==> config.mk <==
export PLATFORM = sky130hd
export DESIGN_NAME = ram_burst_master
export DESIGN_NICKNAME = d
export VERILOG_FILES = /design/src/rtl/ram_burst_master.sv
export SDC_FILE = /design/constraint.sdc
export NUM_CORES = 1
export LEC_CHECK = 0
export ABC_CLOCK_PERIOD_IN_PS = 4160
export BUFFER_PORTS_ARGS = -buffer_cell sky130_fd_sc_hd__buf_4
export CORE_MARGIN = 2
export CORE_UTILIZATION = 49
export DETAILED_ROUTE_END_ITERATION = 8
export GPL_TIMING_DRIVEN = 0
export PLACE_DENSITY_LB_ADDON = 0.2
export SLEW_MARGIN = 40
export SYNTH_ARGS = -nofsm -noshare
export SYNTH_HDL_FRONTEND = slang
export SYNTH_SLANG_ARGS = --single-unit
export TNS_END_PERCENT = 1
==> constraint.sdc <==
create_clock -name clk -period 4.16 [get_ports clk]
set_input_delay 0.416 -clock clk [delete_from_list [all_inputs] [get_ports clk]]
set_output_delay 0.416 -clock clk [all_outputs]
set_load 0.005 [all_outputs]
==> src/rtl/ram_burst_master.sv <==
// Burst initiator for a single-port RAM with synchronous write and combinational read.
// Optional macro RAM_BURST_BOUND_CHK_EN rejects bursts that would run past the top address.
module ram_burst_master #(
    parameter int ADDR_W = 3,
    parameter int DATA_W = 8,
    parameter int LEN_W  = 4
) (
    input  logic              clk,
    input  logic              rst_n,
    input  logic              cmd_valid,
    output logic              cmd_ready,
    input  logic              cmd_wr,
    input  logic [ADDR_W-1:0] cmd_addr,
    input  logic [LEN_W-1:0]  cmd_len,
    input  logic              wdata_valid,
    output logic              wdata_ready,
    input  logic [DATA_W-1:0] wdata,
    output logic              rdata_valid,
    input  logic              rdata_ready,
    output logic [DATA_W-1:0] rdata,
    output logic              mem_wr,
    output logic [ADDR_W-1:0] mem_addr,
    output logic [DATA_W-1:0] mem_wr_data,
    input  logic [DATA_W-1:0] mem_rd_data,
    output logic              busy,
    output logic              done,
    output logic              err
);

    typedef enum logic [1:0] {IDLE, WRITE, READ, DRAIN} state_t;

    state_t            state;
    logic [ADDR_W-1:0] addr_q;
    logic [LEN_W-1:0]  cnt_q;
    logic              oob;
    logic              rd_load;
    logic              rd_taken;

`ifdef RAM_BURST_BOUND_CHK_EN
    logic [ADDR_W+LEN_W:0] end_addr;
    assign end_addr = {{(LEN_W+1){1'b0}}, cmd_addr} + {{(ADDR_W+1){1'b0}}, cmd_len};
    assign oob      = end_addr > {{(LEN_W+1){1'b0}}, {ADDR_W{1'b1}}};
`else
    assign oob = 1'b0;
`endif

    assign cmd_ready   = (state == IDLE) && rst_n;
    assign wdata_ready = (state == WRITE);
    assign mem_wr      = (state == WRITE) && wdata_valid;
    assign mem_addr    = addr_q;
    assign mem_wr_data = wdata;
    assign busy        = (state != IDLE);
    assign rd_taken    = rdata_valid && rdata_ready;
    // The output register can be refilled whenever it is empty or being drained this cycle.
    assign rd_load     = (state == READ) && (!rdata_valid || rdata_ready);

    always_ff @(posedge clk or negedge rst_n) begin
        if (!rst_n) begin
            state       <= IDLE;
            addr_q      <= '0;
            cnt_q       <= '0;
            rdata       <= '0;
            rdata_valid <= 1'b0;
            done        <= 1'b0;
            err         <= 1'b0;
        end else begin
            done <= 1'b0;
            err  <= 1'b0;
            case (state)
                IDLE: begin
                    if (rd_taken) rdata_valid <= 1'b0;
                    if (cmd_valid) begin
                        if (oob) begin
                            err <= 1'b1;
                        end else begin
                            addr_q <= cmd_addr;
                            cnt_q  <= cmd_len;
                            state  <= cmd_wr ? WRITE : READ;
                        end
                    end
                end
                WRITE: begin
                    if (rd_taken) rdata_valid <= 1'b0;
                    if (wdata_valid) begin
                        addr_q <= addr_q + 1'b1;
                        cnt_q  <= cnt_q - 1'b1;
                        if (cnt_q == '0) begin
                            state <= IDLE;
                            done  <= 1'b1;
                        end
                    end
                end
                READ: begin
                    if (rd_load) begin
                        rdata       <= mem_rd_data;
                        rdata_valid <= 1'b1;
                        addr_q      <= addr_q + 1'b1;
                        cnt_q       <= cnt_q - 1'b1;
                        if (cnt_q == '0) state <= DRAIN;
                    end
                end
                DRAIN: begin
                    if (rd_taken) begin
                        rdata_valid <= 1'b0;
                        done        <= 1'b1;
                        state       <= IDLE;
                    end
                end
                default: state <= IDLE;
            endcase
        end
    end

endmodule
==> results of run 1 <==
logic make-up (layout without fill, tap and decap cells):
group,Yosys count,after routing,share of synthesized area
fa+ha+maj,8,8,0.08782
mux,16,16,0.1493
flops,19,19,0.4171
buf+inv,21,71,0.1054
simple gates,25,25,0.1273
compound gates,13,13,0.1098
other cells,1,1,0.003290
Yosys cell counts:
master | n | area, um2
nor3b_1 | 1 | 7.510
o2111ai_1 | 2 | 17.52
nand4_1 | 2 | 12.51
nand2b_1 | 3 | 18.77
clkbuf_1 | 1 | 3.750
a2111oi_2 | 1 | 15.01
a32o_1 | 1 | 10.01
dfrtp_1 | 19 | 475.5
and3b_1 | 1 | 8.760
nor2_1 | 5 | 18.77
buf_4 | 9 | 67.56
conb_1 | 1 | 3.750
mux2i_1 | 8 | 80.08
o21ai_0 | 2 | 10.01
nand2_1 | 3 | 11.26
nor2b_1 | 1 | 6.260
nand3b_1 | 5 | 37.54
a21oi_1 | 2 | 10.01
nand3_1 | 1 | 5.000
inv_1 | 10 | 37.54
mux2_2 | 8 | 90.09
buf_6 | 1 | 11.26
a21oi_2 | 3 | 26.28
and2_1 | 2 | 12.51
o311ai_0 | 1 | 8.760
ha_1 | 8 | 100.1
nor4_1 | 1 | 6.260
a2111oi_4 | 1 | 27.53
layout by cell type (no fill, tap or decap), types with 2 or more instances in the layout:
cell type | netlist | final
a21oi_1 | 2 | 2
a21oi_2 | 3 | 3
and2_1 | 2 | 2
buf_4 | 9 | 54
clkbuf_4 | 0 | 3
dfrtp_1 | 19 | 19
ha_1 | 8 | 8
inv_1 | 10 | 10
mux2_2 | 8 | 8
mux2i_1 | 8 | 8
nand2_1 | 3 | 3
nand2b_1 | 3 | 3
nand3b_1 | 5 | 5
nand4_1 | 2 | 2
nor2_1 | 5 | 5
o2111ai_1 | 2 | 2
o21ai_0 | 2 | 2
worst max path at each step:
stage | cells past startpoint | endpoint | startpoint | slack [ns]
3_3_place_gp | 6 | mem_addr[2] | state[0] | 2.24
3_5_place_dp | 6 | mem_addr[2] | state[0] | 2.19
6_report | 6 | mem_addr[2] | state[0] | 2.21
4_1_cts | 6 | mem_addr[2] | state[0] | 2.18
5_1_grt | 6 | mem_addr[2] | state[0] | 2.04
2_1_floorplan | 6 | cnt_q[3] | state[0] | 2.40
power by group through the flow:
stage / Clock (mW) / Combinational [mW] / Sequential (mW)
5_1_grt: 0.102 / 0.0461 / 0.189
3_5_place_dp: 0 / 0.0415 / 0.192
2_1_floorplan: 0 / 0.0143 / 0.192
3_3_place_gp: 0 / 0.0403 / 0.192
6_report: 0.0915 / 0.0417 / 0.188
4_1_cts: 0.0954 / 0.0423 / 0.188
registers in the layout (all words and copies together) (netlist names):
signal,count
rdata_valid,1
done,1
cnt_q,4
rdata,8
mem_addr,3
state,2
routing by layer:
layer	part of all wire	up-vias
li1	-	445
met1	0.40	433
met2	0.51	40
met3	0.077	4
met4	0.014	0
met5	0	-
cell type report:
type | count | area [um2] | share of cell area
Buffer | 11 | 82.58 | 0.05327
Clock buffer | 3 | 22.52 | 0.01453
Clock inverter | 1 | 5.005 | 0.003228
Inverter | 10 | 37.54 | 0.02421
Multi-Input combinational cell | 63 | 544.3 | 0.3511
Sequential cell | 19 | 475.5 | 0.3067
Tap cell | 28 | 35.03 | 0.02260
Timing Repair Buffer | 46 | 347.8 | 0.2244
stage by stage:
step	area, um2	setup WS (ns)	power [mW]	std cells	util
2_1_floorplan	1140	2.400	0.2060	103	-
3_3_place_gp	1513	2.245	0.2322	176	0.6838
3_5_place_dp	1513	2.194	0.2335	176	0.6838
4_1_cts	1550	2.184	0.3261	181	0.7008
5_1_grt	1550	2.043	0.3369	181	0.7008
6_report	1550	2.214	0.3215	181	0.7008
worst register-to-register path: stages, from the launching register on:
cell       delay [ns]
dfrtp_1          0.39
inv_1            0.11
ha_1             0.27
and3b_1          0.23
a2111oi_4        0.49
buf_6            0.22
o2111ai_1        0.12
==> impl_metrics.env, run 1 <==
export IMPL_layout_drive_gt1_share=0.4706
export IMPL_status="finished clean"
export IMPL_h_tree_depth=1
export IMPL_vias=922
export IMPL_grt_busiest_layer="met2"
export IMPL_maxSlewHeadroom=0.6550
export IMPL_hp_start="mem_rd_data[6]"
export IMPL_via_per_inst=5.094
export IMPL_internal_power_uw=249.5
export IMPL_whs_ns=0.3465
export IMPL_grt_usage=0.1738
export IMPL_min_period_ns=1.946
export IMPL_rr_endpoint="mem_addr[2]"
export IMPL_path_buf_inv=2
export IMPL_first_global_vias=866
export IMPL_wl_per_cell_um=12.28
export IMPL_ys_warn_count=0
export IMPL_diodes=0
export IMPL_max_freq_mhz=513.9
export IMPL_setup_viol=0
export IMPL_timing_final_crit_share=0.4678
export IMPL_nFillCells=172
export IMPL_avgSynthCellArea_um2=11.07
export IMPL_start_util=0.5153
export IMPL_slowest_stage="a2111oi_4"
export IMPL_critPathRequiredTime_ns=4.33
export IMPL_critPathArrivalTime_ns=2.11
export IMPL_ioPinCount=55
export IMPL_postCtsHoldBufs=1
export IMPL_powerDensity_nw_per_um2=207.4
export IMPL_r2r_start="state[0]"
export IMPL_drt_pass1_iterations=4
export IMPL_root_buffer="clkbuf_4"
export IMPL_met3_usage=0.02857
export IMPL_portBuffers=45
export IMPL_max_cap_violations=0
export IMPL_tritoncts="built"
export IMPL_die_area_um2=2728
export IMPL_synth_cell_type_count=28
export IMPL_fin_nets=191
export IMPL_synth_seq_cells=19
export IMPL_hp_class="input pin to flop"
export IMPL_clkPwrFrac=0.284
export IMPL_ir_worst_vdd_v=0.0002323
export IMPL_cts_sinks=19
export IMPL_p_leak_nw=0.7826
export IMPL_hold_depth=2
export IMPL_crit_path_cell_trace="inv_1 > ha_1 > and3b_1 > a2111oi_4 > buf_6 > o2111ai_1"
export IMPL_r2r_slack_ns=2.21
export IMPL_synth_area_um2=1140
export IMPL_clk_path_buf_depth=2
export IMPL_startpoint_type="flop"
export IMPL_p_switching_uw=72.00
export IMPL_drt_wl_total_mm=2.222
export IMPL_cts_buffers=3
export IMPL_slowest_delay_ns=0.49
export IMPL_crit_type="flop to flop"
export IMPL_holdPathEnd="rdata[6]"
export IMPL_synthCells=103
export IMPL_finClkSkew_ns=0.001455
export IMPL_path_clk_slew_ns=0.10
export IMPL_yosysSeqAreaShare=0.4171
export IMPL_syn_num_nets=140
export IMPL_overflow=0
export IMPL_cp_end_kind="flop"
export IMPL_p_sw_frac=0.2239
export IMPL_drtIter0Drc=10
export IMPL_antenna_found_initial=0
export IMPL_rsz0062_at_grt="false"
export IMPL_cts_resized=0
export IMPL_slew_viol_final=0
export IMPL_design_core_area_um2=2212
export IMPL_grt_max_degree=21
export IMPL_dp_hpwl_mm=1.779
export IMPL_row_count=17
export IMPL_crit_family="compound AO/OA/AOI/OAI gates"
export IMPL_clk_latency_ns=0.29
export IMPL_final_hold_violation_count=0
export IMPL_reg2regPathDepth=6
export IMPL_ant_nets=0
export IMPL_die_y_um=52.23
export IMPL_path_max_fanout=10
export IMPL_met2_usage=0.3101
export IMPL_tightest_slew_ns=0.5175
export IMPL_gp_congestion=0.7449
export IMPL_seqPwrFrac=0.586
export IMPL_grt_use_met1=0.2041
export IMPL_fin_tns_setup_ns=0
export IMPL_fp_dieW_um=52.23
export IMPL_drc=0
export IMPL_grt_pass1_wl_mm=3.498
export IMPL_postCtsSetupBuffers=0
export IMPL_syn_to_final_growth_pct=36.00
export IMPL_combPwrFrac=0.130
(Power assumes the default switching activity.)
==> run 2: changes to the inputs <==
ABC_CLOCK_PERIOD_IN_PS = 1800   (was 4160)
CORE_UTILIZATION = 45   (was 49)
clock period = 1.8 ns   (was 4.16 ns; I/O delays follow)
==> run 2 against run 1 <==
  * Die area is 8.2% higher
  * Routed wire length up 2.5%
  * Total power rose by 130%
  * Clock power increased by 140%
  * Non-clock buffer count increased by 3
  * Critical endpoint is now cnt_q[3]
  * Largest power group unchanged
==> impl_metrics.env, run 2 (same netlist as run 1, synthesis figures left out) <==
export IMPL_fin_nets=194
export IMPL_drtIter0Drc=11
export IMPL_worst_slack_ns=0.09339
export IMPL_cts_sinks=19
export IMPL_diodes=0
export IMPL_cp_end_kind="flop"
export IMPL_final_cell_mix="buf_4 (56), dfrtp_1 (19), inv_1 (8), mux2_2 (8), mux2i_1 (8)"
export IMPL_crit_cells=7
export IMPL_timing_final_crit_share=0.9481
export IMPL_clk_path_buf_depth=2
export IMPL_rsz0062_at_grt="false"
export IMPL_root_buffer="clkbuf_4"
export IMPL_layout_drive_gt1_share=0.5256
export IMPL_row_count=18
export IMPL_wl_per_cell_um=12.24
export IMPL_start_util=0.4686
export IMPL_slowest_delay_ns=0.42
export IMPL_first_global_vias=851
export IMPL_drc=0
export IMPL_whs_ns=0.1059
export IMPL_slowest_stage="dfrtp_1"
export IMPL_tritoncts="built"
export IMPL_design_core_area_um2=2432
export IMPL_mostFrequentLayoutCell="buf_4"
export IMPL_grt_max_degree=21
export IMPL_multi_input_area_um2=583.1
export IMPL_top_register="rdata"
export IMPL_crit_type="flop to flop"
export IMPL_nFillCells=202
export IMPL_endpoint="cnt_q[3]"
export IMPL_critPathArrivalTime_ns=1.89
export IMPL_largest_reg_flops=8
export IMPL_highest_layer="met4"
export IMPL_h_tree_depth=1
export IMPL_drt_pass1_iterations=4
export IMPL_hp_class="input pin to flop"
export IMPL_dp_hpwl_mm=1.692
export IMPL_powerDensity_nw_per_um2=464.8
export IMPL_regArea_um2=475.5
export IMPL_finalNonFillerCells=186
export IMPL_wl_met1_um=907
export IMPL_syn_to_final_growth_pct=42.15
export IMPL_dp_cells=178
export IMPL_crit_family="flip-flops"
export IMPL_gp_congestion=0.7368
export IMPL_fp_dieW_um=54.33
export IMPL_clk_latency_ns=0.29
export IMPL_reg2regPathDepth=7
export IMPL_min_period_ns=1.707
export IMPL_antenna_found_initial=0
export IMPL_via_per_inst=5.043
export IMPL_r2r_slack_ns=0.09
export IMPL_grt_pass1_wl_mm=3.532
export IMPL_crit_path_cell_trace="inv_2 > ha_2 > nor2b_4 > a2111oi_4 > buf_6 > mux2i_1 > nand3_1"
export IMPL_ioPinCount=55
export IMPL_finClkSkew_ns=0.003184
export IMPL_ant_nets=0
export IMPL_vias=938
export IMPL_critPathRequiredTime_ns=1.98
export IMPL_path_buf_inv=2
export IMPL_drt_wl_total_mm=2.277
export IMPL_max_freq_mhz=586.0
export IMPL_p_leak_nw=0.7870
export IMPL_grt_usage=0.1651
export IMPL_slew_viol_final=0
export IMPL_die_y_um=54.33
export IMPL_wl_met3_um=165
export IMPL_overflow=0
export IMPL_dp_slack_ns=-0.1706
export IMPL_cts_buffers=3
export IMPL_wl_met2_mm=1.188
export IMPL_final_hold_violation_count=0
export IMPL_setup_viol=0
export IMPL_die_area_um2=2952
export IMPL_portBuffers=45
export IMPL_ir_worst_vdd_v=0.0003554
export IMPL_startpoint="state[1]"
export IMPL_rr_endpoint="cnt_q[3]"
export IMPL_max_cap_violations=0
export IMPL_startpoint_type="flop"
export IMPL_path_clk_slew_ns=0.11
export IMPL_status="finished clean"
export IMPL_r2r_start="state[1]"
export IMPL_path_max_fanout=7
-- run 2: cell types whose count changed in the layout (fill, tap and decap cells not counted), moves of 2 or more --
cell,change
inv_2,+2
inv_1,-2
buf_4,+2
ha_2,+3
ha_1,-3
-- run 2: power breakdown --
part           switching, mW  total [mW]  internal (mW)
Clock                  0.133       0.220         0.0862
Sequential           0.00423       0.435          0.431
Combinational         0.0348      0.0980         0.0632
-- run 2: per-layer routing --
layer  GRT usage  vias up
met4     0.05833        0
met1      0.1914      443
met5           0        -
met2      0.2992       35
li1            -      458
met3     0.03279        2
-- run 2: worst min-delay path by stage --
| stage | slack, ns | cells after the start | startpoint | endpoint |
|---|---|---|---|---|
| floorplan | -0.12 | 0 | rst_n | cnt_q[0] |
| global placement | 0.07 | 1 | rst_n | mem_addr[0] |
| detailed placement | 0.07 | 1 | rst_n | mem_addr[0] |
| CTS | 0.10 | 2 | mem_rd_data[1] | rdata[1] |
| global route | 0.09 | 2 | mem_rd_data[4] | rdata[4] |
| finish | 0.11 | 2 | mem_rd_data[1] | rdata[1] |
-- run 2: cell type report --
class	count	area share
multi-input combinational	63	0.3598
sequential	19	0.2934
timing repair buffer	49	0.2309
buffer	11	0.05328
inverter	10	0.02317
tap	30	0.02317
clock buffer	4	0.01622
-- run 2: repair_timing --
item | in CTS | in global routing
resized for setup | 0 | 13
setup buffers | 3 | 0
endpoints found under the setup margin | 7 | 9
hold buffers | 1 | 0
endpoints found under the hold margin | 19 | 0
pin swaps | 1 | 0
-- run 2: worst register-to-register path: stages, from the launching register on --
cell       delay (ns)
dfrtp_1          0.42
inv_2            0.08
ha_2             0.18
nor2b_4          0.14
a2111oi_4        0.32
buf_6            0.18
mux2i_1          0.18
nand3_1          0.08
-- run 2: stage by stage --
| stage | instance area [um2] | utilization | setup TNS (ns) | power [mW] |
|---|---|---|---|---|
| after floorplan | 1140 | - | 0 | 0.4762 |
| after global placement | 1515 | 0.6229 | -0.5688 | 0.5372 |
| after detailed placement | 1515 | 0.6229 | -1.057 | 0.5400 |
| after CTS | 1574 | 0.6471 | 0 | 0.7524 |
| after global routing | 1620 | 0.6662 | 0 | 0.7878 |
| final | 1620 | 0.6662 | 0 | 0.7531 |
